**config.mk**
```make
export PLATFORM = sky130hd
export DESIGN_NAME = ctrl_pipe
export DESIGN_NICKNAME = d
export VERILOG_FILES = /design/src/rtl/ctrl_pkg.sv /design/src/rtl/ctrl_stage_reg.sv /design/src/rtl/ctrl_pipe.sv
export SDC_FILE = /design/constraint.sdc
export NUM_CORES = 1
export LEC_CHECK = 0
export CORE_ASPECT_RATIO = 0.75
export CORE_MARGIN = 3
export CORE_UTILIZATION = 51
export DETAILED_ROUTE_END_ITERATION = 8
export PLACE_DENSITY_LB_ADDON = 0.15
export SYNTH_ARGS = -nofsm -noshare
export SYNTH_HDL_FRONTEND = slang
export SYNTH_SLANG_ARGS = --single-unit
export TNS_END_PERCENT = 1
```
**constraint.sdc**
```tcl
create_clock -name clk -period 1.6 [get_ports clk]
set_input_delay 0.24 -clock clk [delete_from_list [all_inputs] [get_ports clk]]
set_output_delay 0.24 -clock clk [all_outputs]
set_load 0.05 [all_outputs]
```
**src/rtl/ctrl_pkg.sv**
```systemverilog
// ctrl_pkg
// Shared definitions for the RV32-subset control pipeline: opcode/funct3
// encodings, ALU-op and write-back-select encodings, the layout of the
// 12-bit control word and of the narrower M/W stage words, the all-zero
// bubble constant, and the main decoder function.
package ctrl_pkg;

    // Opcodes (instr[6:0]) and funct3 values (instr[14:12]) understood by the decoder
    localparam logic [6:0] OP_LOAD   = 7'b0000011;
    localparam logic [6:0] OP_STORE  = 7'b0100011;
    localparam logic [6:0] OP_RTYPE  = 7'b0110011;
    localparam logic [6:0] OP_IMM    = 7'b0010011;
    localparam logic [6:0] OP_BRANCH = 7'b1100011;
    localparam logic [6:0] OP_JAL    = 7'b1101111;

    localparam logic [2:0] F3_BYTE = 3'b000;
    localparam logic [2:0] F3_WORD = 3'b010;
    localparam logic [2:0] F3_ADD  = 3'b000;
    localparam logic [2:0] F3_BEQ  = 3'b000;

    // ALU operation classes handed to the ALU decoder
    localparam logic [1:0] ALU_ADD   = 2'b00;
    localparam logic [1:0] ALU_SUB   = 2'b01;
    localparam logic [1:0] ALU_RTYPE = 2'b10;

    // Write-back source select
    localparam logic [1:0] WB_ALU = 2'b00;
    localparam logic [1:0] WB_MEM = 2'b01;
    localparam logic [1:0] WB_PC4 = 2'b10;

    // Full control word, as held in F and D
    localparam int CW_WIDTH       = 12;
    localparam int CW_VALID       = 11;
    localparam int CW_REGWRITE    = 10;
    localparam int CW_MEMWRITE    = 9;
    localparam int CW_LOAD        = 8;
    localparam int CW_BYTE        = 7;
    localparam int CW_ALUSRC      = 6;
    localparam int CW_MEMTOREG_HI = 5;
    localparam int CW_MEMTOREG_LO = 4;
    localparam int CW_BRANCH      = 3;
    localparam int CW_JUMP        = 2;
    localparam int CW_ALUOP_HI    = 1;
    localparam int CW_ALUOP_LO    = 0;

    // First memory sub-stage keeps only what memory and write-back still need
    localparam int M_WIDTH       = 7;
    localparam int M_VALID       = 6;
    localparam int M_REGWRITE    = 5;
    localparam int M_MEMWRITE    = 4;
    localparam int M_LOAD        = 3;
    localparam int M_BYTE        = 2;
    localparam int M_MEMTOREG_HI = 1;
    localparam int M_MEMTOREG_LO = 0;

    // Later memory sub-stages and W keep only the write-back fields
    localparam int W_WIDTH       = 5;
    localparam int W_VALID       = 4;
    localparam int W_REGWRITE    = 3;
    localparam int W_BYTE        = 2;
    localparam int W_MEMTOREG_HI = 1;
    localparam int W_MEMTOREG_LO = 0;

    typedef logic [CW_WIDTH-1:0] ctrl_word_t;

    // A bubble is all zeros, so it can never write the register file or memory
    localparam ctrl_word_t BUBBLE = '0;

    // Main decoder. Any encoding it does not recognise comes back as BUBBLE,
    // so "illegal" is simply the absence of the valid bit.
    function automatic ctrl_word_t decodeCtrl(input logic [6:0] op, input logic [2:0] f3);
        ctrl_word_t w;
        w = BUBBLE;
        case (op)
            OP_LOAD: if (f3 == F3_BYTE || f3 == F3_WORD) begin
                w[CW_VALID]                       = 1'b1;
                w[CW_REGWRITE]                    = 1'b1;
                w[CW_LOAD]                        = 1'b1;
                w[CW_BYTE]                        = (f3 == F3_BYTE);
                w[CW_ALUSRC]                      = 1'b1;
                w[CW_MEMTOREG_HI:CW_MEMTOREG_LO]  = WB_MEM;
                w[CW_ALUOP_HI:CW_ALUOP_LO]        = ALU_ADD;
            end
            OP_STORE: if (f3 == F3_BYTE || f3 == F3_WORD) begin
                w[CW_VALID]                       = 1'b1;
                w[CW_MEMWRITE]                    = 1'b1;
                w[CW_BYTE]                        = (f3 == F3_BYTE);
                w[CW_ALUSRC]                      = 1'b1;
                w[CW_ALUOP_HI:CW_ALUOP_LO]        = ALU_ADD;
            end
            OP_RTYPE: if (f3 == F3_ADD) begin
                w[CW_VALID]                       = 1'b1;
                w[CW_REGWRITE]                    = 1'b1;
                w[CW_ALUOP_HI:CW_ALUOP_LO]        = ALU_RTYPE;
            end
            OP_IMM: if (f3 == F3_ADD) begin
                w[CW_VALID]                       = 1'b1;
                w[CW_REGWRITE]                    = 1'b1;
                w[CW_ALUSRC]                      = 1'b1;
                w[CW_ALUOP_HI:CW_ALUOP_LO]        = ALU_ADD;
            end
            OP_BRANCH: if (f3 == F3_BEQ) begin
                w[CW_VALID]                       = 1'b1;
                w[CW_BRANCH]                      = 1'b1;
                w[CW_ALUOP_HI:CW_ALUOP_LO]        = ALU_SUB;
            end
            OP_JAL: begin
                w[CW_VALID]                       = 1'b1;
                w[CW_REGWRITE]                    = 1'b1;
                w[CW_JUMP]                        = 1'b1;
                w[CW_MEMTOREG_HI:CW_MEMTOREG_LO]  = WB_PC4;
            end
            default: w = BUBBLE;
        endcase
        return w;
    endfunction

endpackage

```
**src/rtl/ctrl_stage_reg.sv**
```systemverilog
// ctrl_stage_reg
// One pipeline stage register for the control pipeline.
// Ports:
//   clk       core clock
//   reset     asynchronous active-low clear
//   i_en      1 = capture this cycle, 0 = hold
//   i_bubble  when capturing, load the all-zero bubble instead of i_d
//   i_d       next-stage control fields
//   o_q       registered control fields
module ctrl_stage_reg #(
    parameter int WIDTH = 12
) (
    input  logic             clk,
    input  logic             reset,
    input  logic             i_en,
    input  logic             i_bubble,
    input  logic [WIDTH-1:0] i_d,
    output logic [WIDTH-1:0] o_q
);

    logic [WIDTH-1:0] r_q;

    // Hold has priority over bubble so a frozen pipeline never loses a flush's victim early
    always_ff @(posedge clk or negedge reset) begin
        if (!reset) begin
            r_q <= '0;
        end else if (i_en) begin
            r_q <= i_bubble ? '0 : i_d;
        end
    end

    assign o_q = r_q;

endmodule

```
**src/rtl/ctrl_pipe.sv**
```systemverilog
// ctrl_pipe
// Main decoder plus control pipeline D -> E -> M1..M{MEM_LAT} -> W.
// Optional build macro CTRL_PIPE_PERF_EN adds perf_bubbles, perf_flushes and
// perf_freeze 32-bit counters.
// Ports:
//   clk, reset          clock, asynchronous active-low reset
//   ihit                fetched instruction valid
//   dhit                data cache hit; low freezes every stage
//   opcode, funct       instr[6:0], instr[14:12] of the fetched instruction
//   stall_d, flush_e    hazard-unit controls (flush wins over stall)
//   LoadD..validW       per-stage control outputs
module ctrl_pipe
    import ctrl_pkg::*;
#(
    parameter int MEM_LAT      = 1,
    parameter int ILLEGAL_TRAP = 1
) (
    input  logic       clk,
    input  logic       reset,
    input  logic       ihit,
    input  logic       dhit,
    input  logic [6:0] opcode,
    input  logic [2:0] funct,
    input  logic       stall_d,
    input  logic       flush_e,
    output logic       LoadD,
    output logic       ByteD,
    output logic       BranchD,
    output logic       illegal_d,
    output logic       ALUSrcE,
    output logic       BranchE,
    output logic       JumpE,
    output logic [1:0] aluopE,
    output logic       MemWriteM,
    output logic       LoadM,
    output logic       ByteM,
    output logic       RegWriteW,
    output logic       ByteW,
    output logic [1:0] MemtoRegW,
    output logic       validD,
    output logic       validE,
    output logic       validW
`ifdef CTRL_PIPE_PERF_EN
    ,
    output logic [31:0] perf_bubbles,
    output logic [31:0] perf_flushes,
    output logic [31:0] perf_freeze
`endif
);

    ctrl_word_t             w_decWord;
    ctrl_word_t             w_fetchWord;
    logic                   w_fetchIllegal;
    logic [CW_WIDTH:0]      w_dReg;
    ctrl_word_t             w_dWord;
    ctrl_word_t             w_eWord;
    logic [M_WIDTH-1:0]     w_m1In;
    logic [M_WIDTH-1:0]     w_m1Word;
    logic [W_WIDTH-1:0]     w_mTail [MEM_LAT];
    logic [W_WIDTH-1:0]     w_wWord;

    // Fetch slot: no instruction or an illegal one both become a bubble;
    // the illegal flag is only raised for a real fetch when trapping is on.
    assign w_decWord      = decodeCtrl(opcode, funct);
    assign w_fetchWord    = ihit ? w_decWord : BUBBLE;
    assign w_fetchIllegal = ihit & ~w_decWord[CW_VALID] & (ILLEGAL_TRAP != 0);

    // D holds on stall unless a flush is also present, since the flush kills it anyway
    ctrl_stage_reg #(.WIDTH(CW_WIDTH + 1)) u_dStage (
        .clk      (clk),
        .reset    (reset),
        .i_en     (dhit & (flush_e | ~stall_d)),
        .i_bubble (flush_e),
        .i_d      ({w_fetchIllegal, w_fetchWord}),
        .o_q      (w_dReg)
    );
    assign w_dWord = w_dReg[CW_WIDTH-1:0];

    ctrl_stage_reg #(.WIDTH(CW_WIDTH)) u_eStage (
        .clk      (clk),
        .reset    (reset),
        .i_en     (dhit),
        .i_bubble (flush_e | stall_d),
        .i_d      (w_dWord),
        .o_q      (w_eWord)
    );

    assign w_m1In = {w_eWord[CW_VALID], w_eWord[CW_REGWRITE], w_eWord[CW_MEMWRITE],
                     w_eWord[CW_LOAD], w_eWord[CW_BYTE],
                     w_eWord[CW_MEMTOREG_HI:CW_MEMTOREG_LO]};

    ctrl_stage_reg #(.WIDTH(M_WIDTH)) u_m1Stage (
        .clk      (clk),
        .reset    (reset),
        .i_en     (dhit),
        .i_bubble (1'b0),
        .i_d      (w_m1In),
        .o_q      (w_m1Word)
    );

    // Memory access finishes in M1, so the remaining sub-stages only carry write-back fields
    assign w_mTail[0] = {w_m1Word[M_VALID], w_m1Word[M_REGWRITE], w_m1Word[M_BYTE],
                         w_m1Word[M_MEMTOREG_HI:M_MEMTOREG_LO]};

    genvar g;
    generate
        for (g = 1; g < MEM_LAT; g++) begin : g_mStage
            ctrl_stage_reg #(.WIDTH(W_WIDTH)) u_mStage (
                .clk      (clk),
                .reset    (reset),
                .i_en     (dhit),
                .i_bubble (1'b0),
                .i_d      (w_mTail[g-1]),
                .o_q      (w_mTail[g])
            );
        end
    endgenerate

    ctrl_stage_reg #(.WIDTH(W_WIDTH)) u_wStage (
        .clk      (clk),
        .reset    (reset),
        .i_en     (dhit),
        .i_bubble (1'b0),
        .i_d      (w_mTail[MEM_LAT-1]),
        .o_q      (w_wWord)
    );

    assign illegal_d = w_dReg[CW_WIDTH];
    assign validD    = w_dWord[CW_VALID];
    assign LoadD     = w_dWord[CW_LOAD];
    assign ByteD     = w_dWord[CW_BYTE];
    assign BranchD   = w_dWord[CW_BRANCH];

    assign validE    = w_eWord[CW_VALID];
    assign ALUSrcE   = w_eWord[CW_ALUSRC];
    assign BranchE   = w_eWord[CW_BRANCH];
    assign JumpE     = w_eWord[CW_JUMP];
    assign aluopE    = w_eWord[CW_ALUOP_HI:CW_ALUOP_LO];

    assign MemWriteM = w_m1Word[M_MEMWRITE];
    assign LoadM     = w_m1Word[M_LOAD];
    assign ByteM     = w_m1Word[M_BYTE];

    assign validW    = w_wWord[W_VALID];
    assign RegWriteW = w_wWord[W_REGWRITE];
    assign ByteW     = w_wWord[W_BYTE];
    assign MemtoRegW = w_wWord[W_MEMTOREG_HI:W_MEMTOREG_LO];

`ifdef CTRL_PIPE_PERF_EN
    logic [31:0] r_perfBubbles;
    logic [31:0] r_perfFlushes;
    logic [31:0] r_perfFreeze;

    // Bubbles and flushes only count when the pipeline actually moves
    always_ff @(posedge clk or negedge reset) begin
        if (!reset) begin
            r_perfBubbles <= '0;
            r_perfFlushes <= '0;
            r_perfFreeze  <= '0;
        end else if (!dhit) begin
            r_perfFreeze <= r_perfFreeze + 32'd1;
        end else begin
            if (stall_d | flush_e) begin
                r_perfBubbles <= r_perfBubbles + 32'd1;
            end
            if (flush_e) begin
                r_perfFlushes <= r_perfFlushes + 32'd1;
            end
        end
    end

    assign perf_bubbles = r_perfBubbles;
    assign perf_flushes = r_perfFlushes;
    assign perf_freeze  = r_perfFreeze;
`endif

endmodule
```
==> flow_summary.yaml, run 1 <==
status:
  status: "finished, final reports clean"
layout:
  final_cells: 204
  final_cell_mix: "34 x dfrtp_1, 31 x buf_4, 17 x nand2_1, 15 x clkdlybuf4s50_1, 14 x inv_1"
  drive_gt1_share_pct: 29.4
  nNetsFinal: 185
  diodes: 0
  final_common_cell: "dfrtp_1"
  area_delta_synth_final_pct: 34.1
  design_area_um2: 1850
global_route:
  grt_start_max_net_pins: 35
  overflow: 0
  grt_pass1_vias: 1042
  grt.total_usage_pct: 19.4
  grt_pass1_wl_mm: 4.72
  antenna_found_initial: 0
routing:
  wire_per_inst_um: 13.5
  viasPerCell: 5.22
  num_vias: 1065
  drt_iter0_drc: 43
  ant_nets: 0
  drt-total-wl_mm: 2.75
  drt_first_pass_iters: 4
  drc: 0
floorplan:
  dieArea_um2: 3370
  core_area_um2: 2440
  start_util_pct: 56.6
  die_w_um: 66.1
  io_pins: 35
  rows: 15
  chipHeight_um: 51.1
worst_setup_path:
  max_stage_delay_ns: 0.47
  cp-end-kind: "flop"
  worst_r2r_path_depth: 1
  critPathTopFamily: "buffers and inverters"
  crit_path_max_fanout: 23
  rrSetupSlack_ns: 0.78
  critPathBufInv: 3
  crit_type: "in2reg"
  required_ns: 1.83
  cpMostUsedCell: "buf_4"
  critPathLaunch: "dhit"
  cpMaxStageDelayCell: "clkdlybuf4s50_1"
  crit_path_start_kind: "input pin"
  worst_r2r_endpoint: "u_dStage.o_q[10]"
  r2r-start: "u_dStage.o_q[10]"
  crit_path_cell_trace: "clkdlybuf4s50_1 > buf_4 > o21ai_0 > buf_4 > a221o_1"
  cp.arrival_ns: 1.65
timing:
  slew_headroom_pct: 73.1
  max_freq_ghz: 0.704
  fin_tns_setup_ns: 0
  worst_pin_slew_ns: 0.403
  final.setup_skew_ns: 0.0101
  rsz0062_at_grt: "false"
  slew_violations: 0
  finalSetupViolCount: 0
  post-route-min-period_ns: 1.42
  hold_viol: 0
  period_share_pct: 88.7
  hold_ws_ns: 0.292
min_path:
  hold_path_class: "in2async"
clock_tree:
  clkLatencyLatePin_ns: 0.33
  clockBufferDepth: 2
  cts.sinks: 34
  cts_setup_buffers: 0
  tritoncts.num_buffers: 5
  path_clk_slew_ns: 0.10
  ctsHoldBuffers: 0
  root_buffer: "clkbuf_4"
  cts_resized: 0
  htree_levels: 2
  cts_tree: "done"
yosys:
  synth_cells: 122
  synth-warning-count: 0
  ys_seq_elements: 34
  synth-seq-area-share_pct: 61.7
  syn_area_um2: 1380
  yosysUniqueCellTypes: 25
  syn_nets: 138
  avgSynthCellArea_um2: 11.3
pwr:
  vdd_drop_max_uv: 652
  p_leak_nw: 0.917
  power_switching_mw: 0.335
  sw_frac_of_total_pct: 21.1
  p_int_mw: 1.25
  pwr-share-comb_pct: 8.1
  power_frac_clock_pct: 37.6
  seqPwrFrac_pct: 54.3
  cellPowerDensity_nw_per_um2: 858
place:
  place_congestion: 0.867
  dpl.hpwl_mm: 2.09
  port_buffers: 34
  dp_cells: 196
  placed_cell_area_um2: 1780
flow_run:
  max_cap_viol_count: 0
## power by group through the flow
stage	combinational [mW]	sequential (mW)	clock, mW
4_1_cts	0.130	0.863	0.616
5_1_grt	0.141	0.863	0.651
6_report	0.128	0.863	0.597
2_1_floorplan	0.0327	0.887	0
3_3_place_gp	0.125	0.880	0
3_5_place_dp	0.129	0.880	0
## state kept, by name, indices dropped and copies added, names as in the netlist
name / flops
u_m1Stage.o_q: 6
u_wStage.o_q: 5
u_eStage.o_q: 11
u_dStage.o_q: 12
## synth_stat cells, drive strengths merged
library cell	count	area (um^2)
o41ai	2	17.5
clkbuf	4	15.0
a221o	1	10.0
a21oi	1	5.00
a32o	2	20.0
nand4	1	6.26
nor2	2	7.51
inv	14	52.6
buf	2	15.0
nand2	18	70.1
or3	1	6.26
mux2i	1	10.0
a22o	1	8.76
nor4	1	6.26
o21ai	13	65.1
a31oi	1	6.26
o31ai	3	22.5
a21o	2	15.0
a211o	1	8.76
nor3b	1	12.5
nand3	2	10.0
mux2	11	124
nor3	3	15.0
dfrtp	34	851
## layer usage
layer,vias to the layer above,wire [um],GRT usage (%)
li1,518,-,-
met1,523,1160,22.4
met2,20,1420,32.8
met3,4,115,5.93
met4,0,53,9.46
met5,-,0,0
## worst max path at each step
stage | slack, ns | endpoint | depth (start not counted)
after floorplan | 0.29 | u_dStage.o_q[1] | 4
after global placement | -0.13 | u_dStage.o_q[10] | 5
after detailed placement | -0.15 | u_dStage.o_q[3] | 5
after CTS | 0.20 | u_dStage.o_q[10] | 5
after global routing | 0.06 | u_dStage.o_q[3] | 5
final | 0.18 | u_dStage.o_q[10] | 5
## through the flow
| stage | util [%] | power (mW) | worst slack [ns] |
|---|---|---|---|
| floorplan | - | 0.920 | 0.286 |
| global placement | 72.8 | 1.00 | -0.133 |
| detailed placement | 72.8 | 1.01 | -0.154 |
| CTS | 75.8 | 1.61 | 0.195 |
| global route | 75.8 | 1.66 | 0.0632 |
| finish | 75.8 | 1.59 | 0.180 |
## cell type report
type	count	area, um^2
Multi-Input combinational cell	68	447
Clock buffer	7	45.0
Tap cell	34	42.5
Inverter	14	52.6
Timing Repair Buffer	46	383
Sequential cell	34	851
Fill cell	179	589
Clock inverter	1	30.0
## kinds of logic after synthesis
group                  share of synthesized area, %
DFF                                            61.7
AOI/OAI and AO/OA                              13.0
buffers and inverters                          5.98
and+or+nand+nor                                9.70
muxes                                          9.70
(Power assumes the default switching activity.)
==> run 2: changes to the inputs <==
- MAX_ROUTING_LAYER: not set -> met4
==> results of run 2 <==
No change in the layout: final DEF, timing and power equal those of run 1.
Among the figures that moved: final weighted congestion in routability-driven placement 0.867 -> 0.881; overall routing resource usage 19.4% -> 19.9%
==> run 3: changes to the inputs <==
- MAX_ROUTING_LAYER: met4 -> not set
==> results of run 3 <==
No change in the layout: final DEF, timing and power equal those of run 1.
